**src/rtl/button_pkg.sv**
```systemverilog
// Shared types and default timing for the button event decoder.
package button_pkg;

  // Default timing, sized for a 50 MHz clock.
  localparam int DEF_CNT_W         = 26;
  localparam int DEF_LONG_CYCLES   = 25_000_000;
  localparam int DEF_GAP_CYCLES    = 12_500_000;
  localparam int DEF_REPEAT_CYCLES = 5_000_000;

  // Gesture FSM states.
  typedef enum logic [2:0] {
    IDLE,
    PRESSED,
    LONG_HELD,
    WAIT_GAP,
    SECOND_PRESS
  } state_t;

  // One-cycle event pulses produced by the FSM.
  typedef struct packed {
    logic press;
    logic release_evt;
    logic short_press;
    logic long_press;
    logic double_click;
    logic repeat_evt;
  } pulses_t;

endpackage

```
**src/rtl/button_event_decoder_if.sv**
```systemverilog
// Button level in, gesture events out. The release and repeat events carry an
// _evt suffix because "release" and "repeat" are reserved words.
interface button_event_decoder_if;
  logic db_in;
  logic en;
  logic press;
  logic release_evt;
  logic short_press;
  logic long_press;
  logic double_click;
  logic repeat_evt;
  logic held;

  // Side that drives the button level and consumes the events.
  modport master (
    output db_in, en,
    input  press, release_evt, short_press, long_press, double_click, repeat_evt, held
  );

  // The decoder itself.
  modport slave (
    input  db_in, en,
    output press, release_evt, short_press, long_press, double_click, repeat_evt, held
  );
endinterface

```
**src/rtl/level_edge_detect.sv**
```systemverilog
// Registers the debounced level and produces accepted rise/fall strobes.
// Edges only count once the button has been seen released (armed), so a button
// held through reset or through a disable never fakes a press.
module level_edge_detect (
  input  logic clk,
  input  logic n_reset,
  input  logic db_in,
  input  logic en,
  output logic armed,
  output logic rise,
  output logic fall
);

  logic db_q;

  // Previous level and arming flag.
  // NOTE: sequential state uses non-blocking assignments so every register
  // samples pre-edge values regardless of statement order.
  always_ff @(posedge clk or negedge n_reset) begin
    if (!n_reset) begin
      db_q  <= 1'b0;
      armed <= 1'b0;
    end else begin
      db_q <= db_in;
      if (!en) begin
        armed <= 1'b0;
      end else if (!db_in) begin
        armed <= 1'b1;
      end
    end
  end

  assign rise = db_in & ~db_q & armed;
  assign fall = ~db_in & db_q & armed;

endmodule

```
**src/rtl/button_event_decoder.sv**
```systemverilog
// Decodes a debounced button level into press/release, short press, long press
// with auto-repeat, and double click. All outputs are registered: each pulse
// appears the cycle after the clock edge that sampled its cause.
module button_event_decoder
  import button_pkg::*;
#(
  parameter int CNT_W         = DEF_CNT_W,
  parameter int LONG_CYCLES   = DEF_LONG_CYCLES,
  parameter int GAP_CYCLES    = DEF_GAP_CYCLES,
  parameter int REPEAT_CYCLES = DEF_REPEAT_CYCLES
) (
  input logic                   clk,
  input logic                   n_reset,
  button_event_decoder_if.slave bus
);

  typedef logic [CNT_W-1:0] cnt_t;

  // Terminal counts; cnt reaching one of these marks the threshold cycle.
  localparam cnt_t LONG_LAST   = CNT_W'(LONG_CYCLES - 1);
  localparam cnt_t GAP_LAST    = CNT_W'(GAP_CYCLES - 1);
  localparam cnt_t REPEAT_LAST = CNT_W'(REPEAT_CYCLES - 1);
  localparam cnt_t CNT_ONE     = CNT_W'(1);

  logic    armed;
  logic    rise;
  logic    fall;
  state_t  state;
  state_t  state_n;
  cnt_t    cnt;
  cnt_t    cnt_n;
  cnt_t    cnt_inc;
  pulses_t pulses;
  pulses_t pulses_n;
  logic    held;
  logic    held_n;

  level_edge_detect u_edge (
    .clk     (clk),
    .n_reset (n_reset),
    .db_in   (bus.db_in),
    .en      (bus.en),
    .armed   (armed),
    .rise    (rise),
    .fall    (fall)
  );

  // Saturating increment: the counter sticks at all-ones instead of wrapping.
  assign cnt_inc = (cnt == '1) ? cnt : cnt + CNT_ONE;

  // Next state, counter and pulses; fall beats long threshold, rise beats gap timeout.
  // NOTE: every signal gets a default before the case so no path leaves one
  // unassigned, which would otherwise infer a latch.
  always_comb begin
    state_n  = state;
    cnt_n    = cnt_inc;
    pulses_n = '0;
    held_n   = bus.db_in & bus.en & armed;

    unique case (state)
      IDLE: begin
        cnt_n = '0;
        if (rise) begin
          state_n        = PRESSED;
          pulses_n.press = 1'b1;
        end
      end

      PRESSED: begin
        if (fall) begin
          state_n              = WAIT_GAP;
          cnt_n                = '0;
          pulses_n.release_evt = 1'b1;
        end else if (cnt == LONG_LAST) begin
          state_n             = LONG_HELD;
          cnt_n               = '0;
          pulses_n.long_press = 1'b1;
        end
      end

      LONG_HELD: begin
        if (cnt == REPEAT_LAST) begin
          cnt_n               = '0;
          pulses_n.repeat_evt = 1'b1;
        end
        if (fall) begin
          state_n              = IDLE;
          cnt_n                = '0;
          pulses_n.release_evt = 1'b1;
        end
      end

      WAIT_GAP: begin
        if (rise) begin
          state_n               = SECOND_PRESS;
          cnt_n                 = '0;
          pulses_n.press        = 1'b1;
          pulses_n.double_click = 1'b1;
        end else if (cnt == GAP_LAST) begin
          state_n              = IDLE;
          cnt_n                = '0;
          pulses_n.short_press = 1'b1;
        end
      end

      SECOND_PRESS: begin
        if (fall) begin
          state_n              = IDLE;
          cnt_n                = '0;
          pulses_n.release_evt = 1'b1;
        end
      end

      default: begin
        state_n = IDLE;
        cnt_n   = '0;
      end
    endcase

    // Disable overrides everything and parks the decoder.
    if (!bus.en) begin
      state_n  = IDLE;
      cnt_n    = '0;
      pulses_n = '0;
    end
  end

  // State, counter and registered outputs.
  always_ff @(posedge clk or negedge n_reset) begin
    if (!n_reset) begin
      state  <= IDLE;
      cnt    <= '0;
      pulses <= '0;
      held   <= 1'b0;
    end else begin
      state  <= state_n;
      cnt    <= cnt_n;
      pulses <= pulses_n;
      held   <= held_n;
    end
  end

  assign bus.press        = pulses.press;
  assign bus.release_evt  = pulses.release_evt;
  assign bus.short_press  = pulses.short_press;
  assign bus.long_press   = pulses.long_press;
  assign bus.double_click = pulses.double_click;
  assign bus.repeat_evt   = pulses.repeat_evt;
  assign bus.held         = held;

endmodule
```
**src/flat_wrapper.sv**
```systemverilog
// flat-port wrapper written by rule: the top's interface ports become plain ports
module button_event_decoder_flat import button_pkg::*;
#(
  parameter int CNT_W         = DEF_CNT_W,
  parameter int LONG_CYCLES   = DEF_LONG_CYCLES,
  parameter int GAP_CYCLES    = DEF_GAP_CYCLES,
  parameter int REPEAT_CYCLES = DEF_REPEAT_CYCLES
)
  (clk, n_reset, bus_db_in, bus_en, bus_press, bus_release_evt, bus_short_press, bus_long_press, bus_double_click, bus_repeat_evt, bus_held);
  button_event_decoder_if bus_i ();
  input logic clk;
  input logic n_reset;
  input wire logic [$bits(bus_i.db_in)-1:0] bus_db_in;
  input wire logic [$bits(bus_i.en)-1:0] bus_en;
  output wire logic [$bits(bus_i.press)-1:0] bus_press;
  output wire logic [$bits(bus_i.release_evt)-1:0] bus_release_evt;
  output wire logic [$bits(bus_i.short_press)-1:0] bus_short_press;
  output wire logic [$bits(bus_i.long_press)-1:0] bus_long_press;
  output wire logic [$bits(bus_i.double_click)-1:0] bus_double_click;
  output wire logic [$bits(bus_i.repeat_evt)-1:0] bus_repeat_evt;
  output wire logic [$bits(bus_i.held)-1:0] bus_held;
  assign bus_i.db_in = bus_db_in;
  assign bus_i.en = bus_en;
  assign bus_press = bus_i.press;
  assign bus_release_evt = bus_i.release_evt;
  assign bus_short_press = bus_i.short_press;
  assign bus_long_press = bus_i.long_press;
  assign bus_double_click = bus_i.double_click;
  assign bus_repeat_evt = bus_i.repeat_evt;
  assign bus_held = bus_i.held;
  button_event_decoder #(.CNT_W(CNT_W), .LONG_CYCLES(LONG_CYCLES), .GAP_CYCLES(GAP_CYCLES), .REPEAT_CYCLES(REPEAT_CYCLES)) u_core (.clk(clk), .n_reset(n_reset), .bus(bus_i));
endmodule
```
**config.mk**
```make
export PLATFORM = sky130hd
export DESIGN_NAME = button_event_decoder_flat
export DESIGN_NICKNAME = d
export VERILOG_FILES = /design/src/rtl/button_pkg.sv /design/src/rtl/button_event_decoder_if.sv /design/src/rtl/level_edge_detect.sv /design/src/rtl/button_event_decoder.sv /design/src/flat_wrapper.sv
export SDC_FILE = /design/constraint.sdc
export NUM_CORES = 1
export LEC_CHECK = 0
export ABC_AREA = 1
export CAP_MARGIN = 20
export CORE_ASPECT_RATIO = 0.8
export CORE_MARGIN = 2
export CORE_UTILIZATION = 45
export DETAILED_ROUTE_END_ITERATION = 7
export SLEW_MARGIN = 15
export SYNTH_ARGS = -nofsm -noshare
export SYNTH_HDL_FRONTEND = slang
export SYNTH_HIERARCHICAL = 1
export SYNTH_SLANG_ARGS = --single-unit
```
**constraint.sdc**
```tcl
create_clock -name clk -period 2.57 [get_ports clk]
set_input_delay 0.771 -clock clk [delete_from_list [all_inputs] [get_ports clk]]
set_output_delay 0.771 -clock clk [all_outputs]
set_load 0.05 [all_outputs]
```
**Yosys cells after proc, flatten, opt, wreduce, memory -nomap -nowiden**

Index checks and enable logic that the tools add are counted.

- Add/sub/neg operators: 1
- Equal/unequal tests: 13
- Multiplexer cells: 34
- Bitwise gates (word level): 8
- Reductions and logical operators: 5

Operator list:

| operator | number |
|---|---|
| 26-bit 2-to-1 mux | 9 |
| 26-bit one-hot mux with 4 select lines | 1 |
| 26-bit by 1-bit adder with 26-bit output, second input constant | 1 |
| 26-bit by 23-bit equality test with 1-bit output, second input constant | 1 |
| 26-bit by 24-bit equality test with 1-bit output, second input constant | 1 |
| 26-bit by 25-bit equality test with 1-bit output, second input constant | 1 |
| 26-bit equality test, second input constant | 1 |
| 3-bit 2-to-1 mux | 7 |
| 1-bit 2-to-1 mux | 15 |
| 3-bit one-hot mux with 4 select lines | 1 |
| 4-bit by 2-bit inequality test with 1-bit output, second input constant | 2 |
| 1-bit AND | 6 |
| 3-bit by 2-bit equality test with 1-bit output, second input constant | 2 |
| 6-bit 2-to-1 mux | 1 |
| 3-bit by 2-bit inequality test with 1-bit output, second input constant | 2 |
| 4-bit AND reduction | 1 |
| 2-bit OR reduction | 2 |
| 3-bit by 1-bit equality test with 1-bit output, second input constant | 1 |
| 3-bit equality test, second input constant | 1 |
| 3-bit logical NOT | 1 |
| 3-bit OR reduction | 1 |
| 2-bit inequality test, second input constant | 1 |
| 1-bit NOT | 2 |

- Register bits: 38
- Bits of input ports: 4
- Logic and storage cells: 72

**Logic depth before layout (Yosys ltp)**

Gate-level depths: netlist (run 1).

- Word-level depth: 6
- Mapped depth: 14
- Mapped depth without buffers: 12

**By module**

Netlist (run 1), hierarchy kept.

By module, submodules not included:

| module | times used | cells an instance | area each (um^2) | seq. area each (um^2) |
|---|---|---|---|---|
| button_event_decoder | 1 | 366 | 2436.1 | 900.9 |
| level_edge_detect | 1 | 10 | 81.3 | 50.0 |

**Worst setup path before layout (run 1)**

No wires, ideal clock.

- Kind: reg2reg
- Start point: register u_core.cnt[0]
- End point: register u_core.cnt[17]
- Arrival time: 1602 ps
- Setup slack: 849 ps
- Stages on the path, launching flop included: 14
- Buffers on the path: 1
- Period minus slack after synthesis: 1721 ps
- Cells stage by stage: dfrtp_1 ha_1 nand3_4 nor2_4 nand2_2 nor2_1 nand2_1 nand2_1 nand2_1 nand2_1 nand2_1 nand2_4 buf_6 nor2_1

- Word-level cells in the longest chain between the ends: 6

Ends and longest elaborated chain:

| item | RTL line | text |
|---|---|---|
| from (decl) | button_event_decoder.sv:30 | `cnt_t cnt;` |
| from (signal assigned) | button_event_decoder.sv:137 | `cnt <= cnt_n;` |
| 26-bit by 1-bit adder with 26-bit output / 26-bit equality test (equally long branches) | button_event_decoder.sv:49 | `assign cnt_inc = (cnt == '1) ? cnt : cnt + CNT_ONE;` |
| 26-bit 2-to-1 mux | button_event_decoder.sv:49 |  |
| 26-bit 2-to-1 mux (on tied branches) | button_event_decoder.sv:99, button_event_decoder.sv:74, button_event_decoder.sv:82 |  |
| 26-bit 2-to-1 mux (on tied branches) | button_event_decoder.sv:94, button_event_decoder.sv:70, button_event_decoder.sv:86 |  |
| 26-bit one-hot mux with 4 select lines * | button_event_decoder.sv:60 | `unique case (state)` |
| 26-bit 2-to-1 mux * | button_event_decoder.sv:121 | `if (!bus.en) begin` |
| named net u_core.cnt_n[17] | button_event_decoder.sv:31 | `cnt_t cnt_n;` |

Mark *: on every way through the listed nets, which the timed path passes. The rest lies on a longest branch.
A chain may end at the register's enable or synchronous reset.

**Worst setup path in the final report (run 1)**

- Start point: register u_core.pulses, in the netlist u_core/bus.short_press
- End point: output bus_short_press

RTL lines:

| item | RTL line | text |
|---|---|---|
| from (decl) | button_event_decoder.sv:33 | `pulses_t pulses;` |
| from (signal assigned) | button_event_decoder.sv:138 | `pulses <= pulses_n;` |
| to (decl) | flat_wrapper.sv:17 | `output wire logic [$bits(bus_i.short_press)-1:0] bus_short_press;` |

No word-level cell between the ends.

==> results.cfg, run 1 <==
[drt]
detail_route.vias_per_cell = 4.97
vias = 2336
drcViolationCount = 0
firstDrtPassIters = 5
wl_um = 6320
drtIter0Drc = 167
wl_per_cell_um = 13.4
antenna_left = 0

[placement]
gp_congestion = 0.899
dp_cells = 462
hpwl_um = 4800
numPortBuffers = 10

[critical_path]
criticalPathCategory = reg -> out
cp_max_fo = 1
worstRegToRegCells = 9
crit_chain = clkdlybuf4s50_1
worst_path_max_delay_cell = clkdlybuf4s50_1
crit_family = buffers and inverters
critPathBufInv = 1
r2r-end = u_core/cnt[20]
cp.required_ns = 1.80
worstSetupStartpointType = register
end_kind = output port
critPathMaxStageDelay_ns = 0.83
worstReg2RegStart = u_core/cnt[1]
arrival_ns = 1.45
regToRegSetupSlack_ns = 0.43

[yosys]
yosys_warnings = 6
async_reset_ff_share_pct = 100
synth_cells = 376
syn_nets = 381
yosys_most_used_dff = dfrtp_1
ys_seq_area_share_pct = 37.8
synthSimpleGateAreaFrac_pct = 42.6
ys_ff_latch = 38
synth_area_um2 = 2520
synth_edf_count = 0
synth-compound-area-share_pct = 4.97
synth_xor_xnor_area_share_pct = 3.83
synthAdderAreaFrac_pct = 0.497
avgSynthCellArea_um2 = 6.70
synth_mux_area_share_pct = 0
synth_top_family_by_area = simple AND/OR/NAND/NOR gates
synth.distinct_cells = 29

[layout]
final_util_pct = 51.1
final_cell_count_no_fill = 470
drive_gt1_share_pct = 6.89
antenna_cells = 0
layout_commonest_cell = nand2_1
layout_common_cells = 108 x nand2_1, 80 x nor2_1, 54 x inv_1, 38 x dfrtp_1, 21 x nand3_1
nets = 396
area_delta_synth_final_pct = 10.3

[cts]
cts.path.max_buffers = 2
cts_sinks = 38
htree_levels = 2
cts-root-buf = clkbuf_8
clkLatencyLatePin_ns = 0.30
tritoncts = built
postCtsHoldBufs = 0
postCtsResizedCells = 0
cts_setup_buffers = 0
cts_buffers = 5
clk_pin_slew_worst_paths_ns = 0.08

[global_route]
antenna_found_initial = 0
grt_first_pass_wirelength_um = 10300
grt-ovfl-total = 0
grt_max_degree = 27
grt_usage_pct = 21.8
grt_pass1_vias = 2093

[floorplan]
row_count = 24
die_h_um = 70.9
die_area_um2 = 6210
fp.dieW_um = 87.6
io_pins = 11
core_um2 = 5440
initial_core_util_pct = 46.3

[power]
leakage_uw = 0.00129
irDropWorstVdd_v = 0.000261
pwr_density_cell_nw_per_um2 = 486

[status]
outcome = finished, final reports clean

[worst_hold_path]
worstHoldPathType = in -> async

[timing]
drv_slew = 0
post-route-min-period_ns = 2.22
fin_crit_sh_pct = 86.2
setup_tns_ns = 0
setup_viol = 0
grt_setup_unrepaired = false
max_freq_ghz = 0.451
slew_headroom_pct = 64.0
worstMarginPinSlew_ns = 0.539
finalClockSkew_ns = 0.00825
hold_viol_final = 0

[run]
cap_violations = 0
[synth_stat cells, types with 3 or more instances]
| cell | n | area, um2 |
|---|---|---|
| nand2_1 | 108 | 405 |
| nor4_1 | 3 | 18.8 |
| dfrtp_1 | 38 | 951 |
| nor3_1 | 9 | 45.0 |
| nor2_4 | 3 | 33.8 |
| a21o_1 | 3 | 22.5 |
| a21oi_1 | 13 | 65.1 |
| o21ai_0 | 4 | 20.0 |
| inv_1 | 54 | 203 |
| xnor2_1 | 4 | 35.0 |
| nand2_2 | 3 | 18.8 |
| nand4_1 | 6 | 37.5 |
| nor2_1 | 80 | 300 |
| buf_6 | 4 | 45.0 |
| xor2_1 | 7 | 61.3 |
| nand3_1 | 21 | 105 |
[power breakdown]
group | internal, uW | total [uW] | leakage [uW] | switching [uW]
logic | 78.3 | 270 | 0.000719 | 191
clock network | 216 | 437 | 0.0000472 | 222
registers | 619 | 644 | 0.000525 | 24.5
[cell type report]
cell class	count	area [um2]
Inverter	56	210
Sequential cell	38	951
Fill cell	589	2660
Clock buffer	6	82.6
Tap cell	78	97.6
Multi-Input combinational cell	277	1310
Clock inverter	2	12.5
Timing Repair Buffer	13	118
[kinds of logic after synthesis]
family                     Yosys count
DFF                                 38
and+or+nand+nor                    242
xor gates and xnor gates            11
buffers and inverters               61
adders and majority gates            1
AOI/OAI and AO/OA                   23
[registers in the layout (all words and copies together), names as in the netlist]
name / cells
u_core/cnt: 26
u_core/state: 3
u_core/bus.double_click: 1
u_core/bus.held: 1
u_core/bus.long_press: 1
u_core/bus.press: 1
u_core/bus.release_evt: 1
u_core/bus.repeat_evt: 1
u_core/bus.short_press: 1
u_core/u_edge/armed: 1
u_core/u_edge/db_q: 1
[worst max path at each step]
stage                                 startpoint         endpoint  cells after the start
after CTS                 u_core/bus.short_press  bus_short_press                      1
after floorplan                    u_core/cnt[0]   u_core/cnt[17]                     13
after detailed placement               bus_db_in   u_core/cnt[23]                      9
after global placement                 bus_db_in    u_core/cnt[7]                      9
final                     u_core/bus.short_press  bus_short_press                      1
after global routing                   bus_db_in   u_core/cnt[13]                      9
[per-layer routing]
layer	wire length, um	share of wire (%)	vias up	GRT usage [%]
met5	0	0	-	0
met4	52	0.82	0	5.47
met3	373	5.9	5	3.73
met2	2420	38	72	28.0
met1	3480	55	1072	36.8
li1	-	-	1187	-
[stage by stage]
step / power [uW] / hold slack (ns) / area (um2) / worst slack [ns]
final: 1350 / 0.354 / 2780 / 0.354
after global routing: 1440 / 0.378 / 2780 / 0.251
after detailed placement: 924 / 0.542 / 2680 / 0.0907
after global placement: 922 / 0.537 / 2680 / 0.155
after CTS: 1370 / 0.369 / 2780 / 0.347
after floorplan: 853 / 0.475 / 2520 / 0.849
Note: power is estimated with default switching activity, not from simulation.
==> run 2: changes to the inputs <==
CORE_UTILIZATION = 40   (was 45)
==> run 2 against run 1 <==
Clock power about the same. Count of clock-buffer cells in the layout increased by 1. Non-clock buffer count decreased by 1. Via count increased by 0.51%. Sequential power about the same. Setup slack got worse by 0.032 ns. Combinational power decreased by 6%. First-iteration DRC count increased by 30%. Sequential cell count unchanged.
==> results.cfg, run 2 (same netlist as run 1, synthesis figures left out) <==
[timing]
grt_setup_unrepaired = false
setup_viol = 0
setup_tns_ns = 0
setup_slack_ns = 0.322
finalClockSkew_ns = 0.00834
max_freq_ghz = 0.445
slew_headroom_pct = 66.0
drv_slew = 0
hold_viol_final = 0
fin_crit_sh_pct = 87.5
worstMarginPinSlew_ns = 0.508
post-route-min-period_ns = 2.25

[cts]
tritoncts = built
cts.path.max_buffers = 2
cts_sinks = 38
clkLatencyLatePin_ns = 0.30
postCtsHoldBufs = 0
cts-root-buf = clkbuf_8
postCtsResizedCells = 0
htree_levels = 2
cts_setup_buffers = 0
cts_buffers = 5
clk_pin_slew_worst_paths_ns = 0.08

[drt]
detail_route.vias_per_cell = 4.97
wl_per_cell_um = 13.1
drcViolationCount = 0
drtIter0Drc = 217
firstDrtPassIters = 4
antenna_left = 0
vias = 2348
wl_um = 6180

[layout]
area_delta_synth_final_pct = 10.0
layout_commonest_cell = nand2_1
layout_common_cells = 108 x nand2_1, 80 x nor2_1, 54 x inv_1, 38 x dfrtp_1, 21 x nand3_1
nets = 395
regMostFlops = u_core/cnt
largest_register_ffs = 26
final_area_um2 = 2770
top_regs = u_core/cnt: 26 flops, u_core/state: 3 flops
final_util_pct = 46.1
drive_gt1_share_pct = 6.39
antenna_cells = 0

[power]
leakage_uw = 0.00129
pwr_density_cell_nw_per_um2 = 481
irDropWorstVdd_v = 0.000204
p_total_uw = 1330

[critical_path]
crit_chain = ha_1, nand3_4, inv_2, nand2_4, nor2_4, nand4_4, inv_2, a21oi_1, nor2_1
criticalPathCategory = reg -> reg
end_kind = register
critPathMaxStageDelay_ns = 0.45
critPathBufInv = 2
cp.required_ns = 2.80
cp_max_fo = 14
cpMostUsedCell = inv_2
arrival_ns = 2.47
crit_family = simple AND/OR/NAND/NOR gates
worstSetupStartpointType = register
worst_path_max_delay_cell = dfrtp_1

[placement]
dpl_cell_area_um2 = 2680
hpwl_um = 4730
gp_congestion = 0.917
place_ws_ns = 0.139
numPortBuffers = 10

[global_route]
grt_pass1_vias = 2065
grt_max_degree = 27
grt_usage_pct = 19.7
grt_first_pass_wirelength_um = 10400
antenna_found_initial = 0
grt-ovfl-total = 0

[run]
cap_violations = 0

[worst_hold_path]
worstHoldPathType = in -> async

[floorplan]
row_count = 25
die_h_um = 75.0
initial_core_util_pct = 41.9
fp.dieW_um = 92.7
die_area_um2 = 6950
core_um2 = 6010
io_pins = 11

[status]
outcome = finished, final reports clean
[run 2: layer usage]
layer	routed length (um)	track usage, %	up-vias	share of wire (%)
li1	-	-	1189	-
met1	3350	31.7	1082	54
met2	2400	26.8	69	39
met5	0	0	-	0
met3	339	3.30	8	5.5
met4	82	5.88	0	1.3
[run 2: area by class of cell]
class | instances | area, um2
clock buffers | 7 | 86.3
fillers | 655 | 3240
flip-flops and latches | 38 | 951
multi-input cells | 277 | 1310
well taps | 81 | 101
repair buffers | 12 | 110
clock inverters | 1 | 5.00
inverters | 56 | 210
[run 2: power breakdown]
part | leakage [uW] | internal (uW) | switching (uW)
clock | 0.0000482 | 217 | 218
combinational | 0.000714 | 73.8 | 180
sequential | 0.000525 | 619 | 24.6
total | 0.00129 | 910 | 422
[run 2: worst register-to-register path, cell delays in order, from the launching register on]
cell and delay, ns:
dfrtp_1 0.45, ha_1 0.33, nand3_4 0.15, inv_2 0.15, nand2_4 0.10, nor2_4 0.17
nand4_4 0.27, inv_2 0.31, a21oi_1 0.11, nor2_1 0.13
[run 2: path summary, 6_finish.rpt]
check | slack, ns | start | to | depth (start not counted)
worst min-delay path | 0.32 | n_reset | u_core/cnt[21] | 1
worst max-delay path | 0.32 | u_core/cnt[0] | u_core/cnt[20] | 9
worst max register to register | 0.32 | u_core/cnt[0] | u_core/cnt[20] | 9
max in group asynchronous | 1.76 | n_reset | u_core/bus.short_press | 2
worst min register to register | 0.55 | u_core/state[0] | u_core/state[0] | 2
min in group clk | 0.55 | u_core/state[0] | u_core/state[0] | 2
[run 2: per-stage QoR]
| step | std cells | hold WS (ns) |
|---|---|---|
| CTS | 472 | 0.330 |
| floorplan | 376 | 0.475 |
| finish | 472 | 0.325 |
| global route | 472 | 0.344 |
| global placement | 464 | 0.520 |
| detailed placement | 464 | 0.525 |
